## src/rtl/led_pattern_gen_if.sv

```systemverilog
`default_nettype none
// ============================================================================
//  Module      : led_pattern_gen_if
//  Description : Control/status bundle for the LED pattern generator.
//                The master loads mode/pattern/duty and watches the LEDs;
//                the slave (the generator) drives the LEDs and the tick.
//  Revision    : 1.0 - initial release
// ============================================================================
interface led_pattern_gen_if #(
    parameter int N_LEDS   = 6,
    parameter int PWM_BITS = 4
) ();
    logic                load_i;
    logic [1:0]          mode_i;
    logic [N_LEDS-1:0]   pattern_i;
    logic [PWM_BITS-1:0] duty_i;
    logic [N_LEDS-1:0]   led_o;
    logic                tick_o;

    modport master (
        output load_i, mode_i, pattern_i, duty_i,
        input  led_o, tick_o
    );

    modport slave (
        input  load_i, mode_i, pattern_i, duty_i,
        output led_o, tick_o
    );
endinterface
`default_nettype wire

```

## src/rtl/led_pattern_gen.sv

```systemverilog
`default_nettype none
// ============================================================================
//  Module      : led_pattern_gen
//  Description : Multi-channel LED driver. A prescaler produces a pattern
//                tick every FREQ clocks; on each tick a binary counter and a
//                bouncing one-hot scanner advance. The loaded mode selects
//                static, count, scan or PWM-dimmed static onto the LEDs.
//  Revision    : 1.0 - initial release
// ============================================================================
module led_pattern_gen #(
    parameter int N_LEDS   = 6,
    parameter int FREQ     = 10,
    parameter int PWM_BITS = 4
) (
    input  wire logic clk_i,
    input  wire logic rstn_i,
    led_pattern_gen_if.slave bus
);

    localparam int                 c_PRESC_W     = (FREQ > 1) ? $clog2(FREQ) : 1;
    localparam logic [c_PRESC_W-1:0] c_PRESC_MAX = c_PRESC_W'(FREQ - 1);
    localparam logic [N_LEDS-1:0]  c_SCAN_INIT   = N_LEDS'(1);

    localparam logic [1:0] c_MODE_STATIC = 2'd0;
    localparam logic [1:0] c_MODE_COUNT  = 2'd1;
    localparam logic [1:0] c_MODE_SCAN   = 2'd2;
    localparam logic [1:0] c_MODE_PWM    = 2'd3;

    logic [1:0]           mode_q,    mode_d;
    logic [N_LEDS-1:0]    pattern_q, pattern_d;
    logic [PWM_BITS-1:0]  duty_q,    duty_d;
    logic [c_PRESC_W-1:0] presc_q,   presc_d;
    logic [N_LEDS-1:0]    cnt_q,     cnt_d;
    logic [N_LEDS-1:0]    scan_q,    scan_d;
    logic                 dir_q,     dir_d;
    logic [PWM_BITS-1:0]  pwm_q,     pwm_d;
    logic [N_LEDS-1:0]    led_q,     led_d;
    logic                 tick_q,    tick_d;

    logic                 w_advance;
    logic                 w_pwm_on;
    logic [N_LEDS-1:0]    w_scan_shift;
    logic                 w_dir_shift;

    // Next scanner position: a single LED cannot move, otherwise shift one
    // step and turn around as soon as an end bit is reached, so the endpoint
    // is shown only once per bounce.
    if (N_LEDS == 1) begin : g_scan_single
        assign w_scan_shift = scan_q;
        assign w_dir_shift  = 1'b1;
    end else begin : g_scan_multi
        assign w_scan_shift = dir_q ? {scan_q[N_LEDS-2:0], 1'b0}
                                    : {1'b0, scan_q[N_LEDS-1:1]};
        assign w_dir_shift  = dir_q ? ~w_scan_shift[N_LEDS-1]
                                    :  w_scan_shift[0];
    end

    // Next-state: prescaler, tick, pattern sources, load override and the
    // output select (which looks at the current registers, giving one edge
    // of latency from any state change to the pins).
    always_comb begin
        mode_d    = mode_q;
        pattern_d = pattern_q;
        duty_d    = duty_q;
        presc_d   = presc_q;
        cnt_d     = cnt_q;
        scan_d    = scan_q;
        dir_d     = dir_q;
        pwm_d     = pwm_q + PWM_BITS'(1);
        led_d     = '0;

        w_advance = (presc_q == c_PRESC_MAX);
        w_pwm_on  = (pwm_q < duty_q);
        tick_d    = w_advance;

        if (w_advance) begin
            presc_d = '0;
            cnt_d   = cnt_q + N_LEDS'(1);
            scan_d  = w_scan_shift;
            dir_d   = w_dir_shift;
        end else begin
            presc_d = presc_q + c_PRESC_W'(1);
        end

        // A load restarts every sequence and swallows a coincident tick.
        if (bus.load_i) begin
            mode_d    = bus.mode_i;
            pattern_d = bus.pattern_i;
            duty_d    = bus.duty_i;
            presc_d   = '0;
            cnt_d     = '0;
            pwm_d     = '0;
            scan_d    = c_SCAN_INIT;
            dir_d     = 1'b1;
            tick_d    = 1'b0;
        end

        case (mode_q)
            c_MODE_STATIC: led_d = pattern_q;
            c_MODE_COUNT:  led_d = cnt_q;
            c_MODE_SCAN:   led_d = scan_q;
            c_MODE_PWM:    led_d = pattern_q & {N_LEDS{w_pwm_on}};
            default:       led_d = '0;
        endcase
    end

    // State register with asynchronous active-low reset.
    always_ff @(posedge clk_i or negedge rstn_i) begin
        if (!rstn_i) begin
            mode_q    <= c_MODE_STATIC;
            pattern_q <= '0;
            duty_q    <= '0;
            presc_q   <= '0;
            cnt_q     <= '0;
            scan_q    <= c_SCAN_INIT;
            dir_q     <= 1'b1;
            pwm_q     <= '0;
            led_q     <= '0;
            tick_q    <= 1'b0;
        end else begin
            mode_q    <= mode_d;
            pattern_q <= pattern_d;
            duty_q    <= duty_d;
            presc_q   <= presc_d;
            cnt_q     <= cnt_d;
            scan_q    <= scan_d;
            dir_q     <= dir_d;
            pwm_q     <= pwm_d;
            led_q     <= led_d;
            tick_q    <= tick_d;
        end
    end

    assign bus.led_o  = led_q;
    assign bus.tick_o = tick_q;

endmodule
`default_nettype wire

```

## src/flat_wrapper.sv

```systemverilog
// flat-port wrapper written by rule: the top's interface ports become plain ports
module led_pattern_gen_flat 
#(
    parameter int N_LEDS   = 6,
    parameter int FREQ     = 10,
    parameter int PWM_BITS = 4
)
  (clk_i, rstn_i, bus_load_i, bus_mode_i, bus_pattern_i, bus_duty_i, bus_led_o, bus_tick_o);
  led_pattern_gen_if #(.N_LEDS(N_LEDS), .PWM_BITS(PWM_BITS)) bus_i ();
  input  wire logic clk_i;
  input  wire logic rstn_i;
  input wire logic [$bits(bus_i.load_i)-1:0] bus_load_i;
  input wire logic [$bits(bus_i.mode_i)-1:0] bus_mode_i;
  input wire logic [$bits(bus_i.pattern_i)-1:0] bus_pattern_i;
  input wire logic [$bits(bus_i.duty_i)-1:0] bus_duty_i;
  output wire logic [$bits(bus_i.led_o)-1:0] bus_led_o;
  output wire logic [$bits(bus_i.tick_o)-1:0] bus_tick_o;
  assign bus_i.load_i = bus_load_i;
  assign bus_i.mode_i = bus_mode_i;
  assign bus_i.pattern_i = bus_pattern_i;
  assign bus_i.duty_i = bus_duty_i;
  assign bus_led_o = bus_i.led_o;
  assign bus_tick_o = bus_i.tick_o;
  led_pattern_gen #(.N_LEDS(N_LEDS), .FREQ(FREQ), .PWM_BITS(PWM_BITS)) u_core (.clk_i(clk_i), .rstn_i(rstn_i), .bus(bus_i));
endmodule
```

## config.mk

```make
export PLATFORM = sky130hd
export DESIGN_NAME = led_pattern_gen_flat
export DESIGN_NICKNAME = d
export VERILOG_FILES = /design/src/rtl/led_pattern_gen_if.sv /design/src/rtl/led_pattern_gen.sv /design/src/flat_wrapper.sv
export SDC_FILE = /design/constraint.sdc
export NUM_CORES = 1
export LEC_CHECK = 0
export BUFFER_PORTS_ARGS = -buffer_cell sky130_fd_sc_hd__buf_4
export CORE_ASPECT_RATIO = 1.5
export CORE_MARGIN = 3
export CORE_UTILIZATION = 29
export CTS_BUF_LIST = sky130_fd_sc_hd__clkbuf_4
export CTS_CLUSTER_SIZE = 10
export DETAILED_ROUTE_END_ITERATION = 8
export GPL_TIMING_DRIVEN = 0
export PLACE_DENSITY = 0.44
export RECOVER_POWER = 100
export SYNTH_ARGS = -nofsm -noshare
export SYNTH_HDL_FRONTEND = slang
export SYNTH_SLANG_ARGS = --single-unit
```

## constraint.sdc

```tcl
create_clock -name clk_i -period 1.4 [get_ports clk_i]
set_input_delay 0.28 -clock clk_i [delete_from_list [all_inputs] [get_ports clk_i]]
set_output_delay 0.28 -clock clk_i [all_outputs]
set_load 0.1 [all_outputs]
```

Word-level counts from Yosys, hierarchy flattened
Index checks and enable logic that the tools add are counted.

operators by class
  equal/unequal tests = 4
  bitwise logic cells = 2
  order comparisons = 1
  reduce and logical (&&, ||, !) cells = 2
  mux-type cells = 13
  add/subtract/negate cells = 3

operator list
  operator             count
  $mux 6               5
  $pmux 6 s4           1
  $mux 4               3
  $add 4x1->4 const B  2
  $add 6x1->6 const B  1
  $and 6x6->6          1
  $eq 2x2->1 const B   2
  $eq 4x4->1 const B   1
  $lt 4x4->1           1
  $mux 1               4
  $eq 2x1->1 const B   1
  $logic_not 2->1      1
  $reduce_bool 2->1    1
  $not 1->1            1

storage, ports and cells
  input port bits = 15
  bits in registers = 40

Depth between registers and ports, before layout
  depth in word-level cells = 5
  gate-level depth with buffers = 7

Least setup slack after synthesis
OpenSTA, ideal clock, no wires.

  path type = register to register
  start = reg u_core.pwm_q[2]
  end = reg u_core.led_q[5] (netlist: u_core.bus.led_o[5])
  required time = 1274 ps
  path buffers = 0
  arrival time = 1334 ps
  stages on the path, launching flop included = 5
  setup slack = -60 ps
  library setup time = 126 ps
  cells stage by stage = dfrtp_1 ha_1 o21ai_0 o2111a_2 a221o_1

between the ends
  longest elaborated chain between the ends = 3

ends and longest elaborated chain
  item                      line                    source
  start: declaration        led_pattern_gen.sv:36   logic [PWM_BITS-1:0] pwm_q, pwm_d;
  start signal: assignment  led_pattern_gen.sv:128  pwm_q <= pwm_d;
  $lt 4x4->1                led_pattern_gen.sv:73   w_pwm_on = (pwm_q < duty_q);
  $and 6x6->6               led_pattern_gen.sv:102  c_MODE_PWM: led_d = pattern_q & {N_LEDS{w_pwm_on}};
  $pmux 6 s4                led_pattern_gen.sv:98   case (mode_q)
  net u_core.led_d[5]       led_pattern_gen.sv:37   logic [N_LEDS-1:0] led_q, led_d;
  end signal: assignment    led_pattern_gen.sv:129  led_q <= led_d;
  end: declaration          led_pattern_gen.sv:37

The timed path passes the listed nets, and every way through them passes these cells.
A chain may end at the register's enable or synchronous reset.

Worst setup path after layout
  start = reg u_core.pwm_q[2]
  end = reg u_core.led_q[2] (netlist: u_core.bus.led_o[2])

The elaborated chain is that of the path after synthesis.

==> impl_metrics.py <==
metrics = {
    "outcome": {
        "run_status": "finished with violations",
        "violations": "negative setup slack",
    },
    "worst_setup_path": {
        "timing.rr.start": "u_core.pwm_q[2]$_DFF_PN0_",
        "crit_chain": "ha_4, o21ai_2, o2111a_2, a221o_1",
        "worst_r2r_path_depth": 4,
        "slowest_stage": "dfrtp_1",
        "start_kind": "flip-flop",
        "required_ns": 1.63,
        "critPathKind": "reg2reg",
        "worstReg2RegEnd": "u_core.bus.led_o[2]$_DFF_PN0_",
        "crit_arrival_ns": 1.76,
        "r2r_setup_slack_ns": -0.13,
        "cp_slowest_stage_delay_ns": 0.43,
        "cp-end-kind": "flip-flop",
        "crit_fanout": 6,
    },
    "yosys": {
        "syn_area_per_cell_um2": 11.69,
        "syn_inst": 155,
        "netlist_area_mm2": 0.001812,
        "ys.warnings.count": 0,
        "synth.yosys.seq_area_share_pct": 55.39,
        "synth_top_area_cell": "dfrtp_1",
        "yosys-top-cells-area": "dfrtp_1 52%, mux2_2 5.6%, mux2i_1 5.5%, ha_1 4.8%, nor2_1 4.1%",
        "synth.net_count": 177,
        "synth_top_cell_area_share_pct": 52.49,
        "synth-seq-cells": 40,
        "synth.distinct_cells": 30,
    },
    "min_path": {
        "hold_path.startpoint": "bus_duty_i[2]",
        "hold_class": "in2reg",
        "hold-path-cell-count": 3,
        "hold_path_end": "u_core.duty_q[2]$_DFFE_PN0P_",
    },
    "cells_and_area": {
        "diodes": 0,
        "stdcell_count": 265,
        "multi_input_area_um2": 819.5,
        "syn2layout_area_growth_pct": 25.48,
        "drive_gt1_share_pct": 34.72,
        "layout_commonest_cell": "dfrtp_1",
        "regArea_mm2": 0.001003,
        "nNetsFinal": 214,
        "final_util_pct": 38.45,
        "final.fill_count": 594,
        "most-common-layout-cells": "38 x dfrtp_1, 19 x buf_4, 18 x nor2_1, 12 x clkbuf_4, 10 x mux2i_1",
    },
    "clock_tree": {
        "clock_sinks": 40,
        "cts_buffers": 5,
        "htree_levels": 2,
        "clk_latency_ns": 0.34,
        "cts_tree": "built",
        "cts-root-buf": "clkbuf_4",
        "cts.reportedPaths.clkPinSlew_ns": 0.12,
        "clock_path_buffers": 2,
    },
    "power": {
        "swShare_pct": 32.21,
        "power.switching_mw": 0.7554,
        "p_seq_share_pct": 54.1,
        "p_leak_nw": 1.070,
        "intPower_mw": 1.590,
        "power_density_mw_per_mm2": 1032,
        "ir_drop_mv": 0.4114,
        "power.share.clock_pct": 23.6,
        "comb_power_share_pct": 22.4,
    },
    "floorplanning": {
        "fp.dieArea_mm2": 0.007251,
        "start_util_pct": 30.64,
        "coreArea_mm2": 0.005913,
        "die_h_um": 102.8,
        "ios": 22,
        "die_w_um": 70.54,
        "std_cell_rows": 34,
    },
    "global_routing": {
        "grt_pass1_wl_mm": 6.561,
        "grt_usage_pct": 11.83,
        "first_global_vias": 1334,
        "grt_max_degree": 41,
        "grt_overflow_total": 0,
        "antenna_found_initial": 0,
    },
    "route": {
        "vias": 1282,
        "wire_per_inst_um": 15.45,
        "firstDrtPassIters": 4,
        "vias_per_cell": 4.838,
        "wl_mm": 4.095,
        "drc": 0,
        "drtIter0Drc": 34,
        "postRouteAntennaNets": 0,
    },
    "timing": {
        "max_freq_mhz": 652.9,
        "rsz0062_at_grt": "yes",
        "maxSlewViolCount": 0,
        "slew_headroom_pct": 34.04,
        "min_period_over_period_pct": 109.4,
        "setup_viol_count_final": 7,
        "setup_ws_ns": -0.1317,
        "worst_pin_slew_ns": 0.9895,
        "min_period_ns": 1.532,
        "hold_viol_final": 0,
        "fin_skew_ns": 0.009080,
    },
    "placed_design": {
        "place_congestion": 0.7324,
        "dp.cells": 247,
        "hpwl_mm": 2.808,
        "portBuffers": 20,
    },
    "flow_run": {
        "cap_violations": 0,
    },
}
-- worst max path at each step --
stage | start | endpoint | slack (ns) | depth (start not counted)
2_1_floorplan | u_core.pwm_q[2]$_DFF_PN0_ | u_core.bus.led_o[5]$_DFF_PN0_ | -0.02 | 4
3_3_place_gp | u_core.pwm_q[2]$_DFF_PN0_ | u_core.bus.led_o[0]$_DFF_PN0_ | -0.10 | 4
3_5_place_dp | u_core.pwm_q[2]$_DFF_PN0_ | u_core.bus.led_o[2]$_DFF_PN0_ | -0.12 | 4
4_1_cts | u_core.pwm_q[1]$_DFF_PN0_ | u_core.bus.led_o[2]$_DFF_PN0_ | -0.09 | 4
5_1_grt | u_core.duty_q[2]$_DFFE_PN0P_ | u_core.bus.led_o[2]$_DFF_PN0_ | -0.17 | 5
6_report | u_core.pwm_q[2]$_DFF_PN0_ | u_core.bus.led_o[2]$_DFF_PN0_ | -0.13 | 4
-- area by class of cell --
type,instances,share of cell area [%]
Clock inverter,3,0.6054
Multi-Input combinational cell,101,36.05
Tap cell,72,3.963
Inverter,5,0.8255
Timing Repair Buffer,31,10.51
Buffer,8,2.256
Clock buffer,5,1.651
Sequential cell,40,44.14
-- state kept, by name, indices dropped and copies added, names as in the netlist --
register and cells:
u_core.cnt_q 6, u_core.pattern_q 6, u_core.mode_q 2, u_core.duty_q 4, u_core.presc_q 4, u_core.scan_q 6
u_core.pwm_q 4, u_core.bus.led_o 6, u_core.bus.tick_o 1, u_core.dir_q 1
-- critical path, delay by kind of cell (launching register included) --
family                     cells  cell delay [ns]
AOI/OAI and AO/OA              3             0.72
DFF                            1             0.43
adders and majority gates      1             0.28
-- what timing repair did --
| item | CTS | global route |
|---|---|---|
| cloned | 2 | 0 |
| hold endpoints to repair | 38 | 0 |
| buffers inserted | 7 | 1 |
| pin swaps | 5 | 12 |
| endpoints found under the setup margin | 18 | 20 |
| gates resized for setup | 7 | 18 |
| hold buffers | 1 | 0 |
-- layer usage --
| metal | GRT usage, % | vias to the layer above | wire [µm] |
|---|---|---|---|
| li1 | - | 609 | - |
| met1 | 12.80 | 641 | 1634 |
| met2 | 21.86 | 24 | 2251 |
| met3 | 2.439 | 8 | 121 |
| met4 | 5.789 | 0 | 87 |
| met5 | 0 | - | 0 |
-- kinds of logic (layout without fill, tap and decap cells) --
family	count (synthesis)	count (layout)	synth area share, %
and+or+nand+nor	44	44	11.19
muxes	19	19	11.12
AOI/OAI and AO/OA	22	22	9.323
adders and majority gates	7	7	4.834
buffers and inverters	14	52	3.799
xor gates and xnor gates	9	9	4.351
DFF	40	40	55.39
-- cell usage after synthesis (all sizes together) --
library cell and count:
a21oi 3, mux2i 10, and3 1, nor2b 2
xnor2 4, ha 7, a211o 1, o2111a 1
nand4 2, a221o 6, mux2 9, nand2 9
dfrtp 38, nor2 20, dfstp 2, nor3 3
xor2 5, and3b 1, a21o 2, nand3b 1
buf 6, a211oi 5, nand2b 1, clkbuf 3
o21ai 4, nor3b 2, inv 5, nand3 2
-- metrics by stage --
stage	cell area, µm²	setup WS [ns]	total power, mW	setup TNS (ns)	hold WS, ns
after floorplan	1812	-0.02230	1.637	-0.1336	-0.01559
after global placement	2052	-0.1031	1.774	-0.6174	0.2829
after detailed placement	2052	-0.1189	1.787	-0.9684	0.2950
after CTS	2220	-0.08904	2.378	-0.4890	0.1256
after global routing	2273	-0.1683	2.472	-2.219	0.1336
final	2273	-0.1317	2.345	-0.6913	0.1488
-- power by group through the flow --
stage / registers [mW] / clock network (mW) / logic (mW)
after global routing: 1.28 / 0.632 / 0.561
final: 1.27 / 0.552 / 0.525
after floorplan: 1.47 / 0 / 0.166
after CTS: 1.27 / 0.591 / 0.519
after detailed placement: 1.30 / 0 / 0.491
after global placement: 1.29 / 0 / 0.483
(Power assumes the default switching activity.)
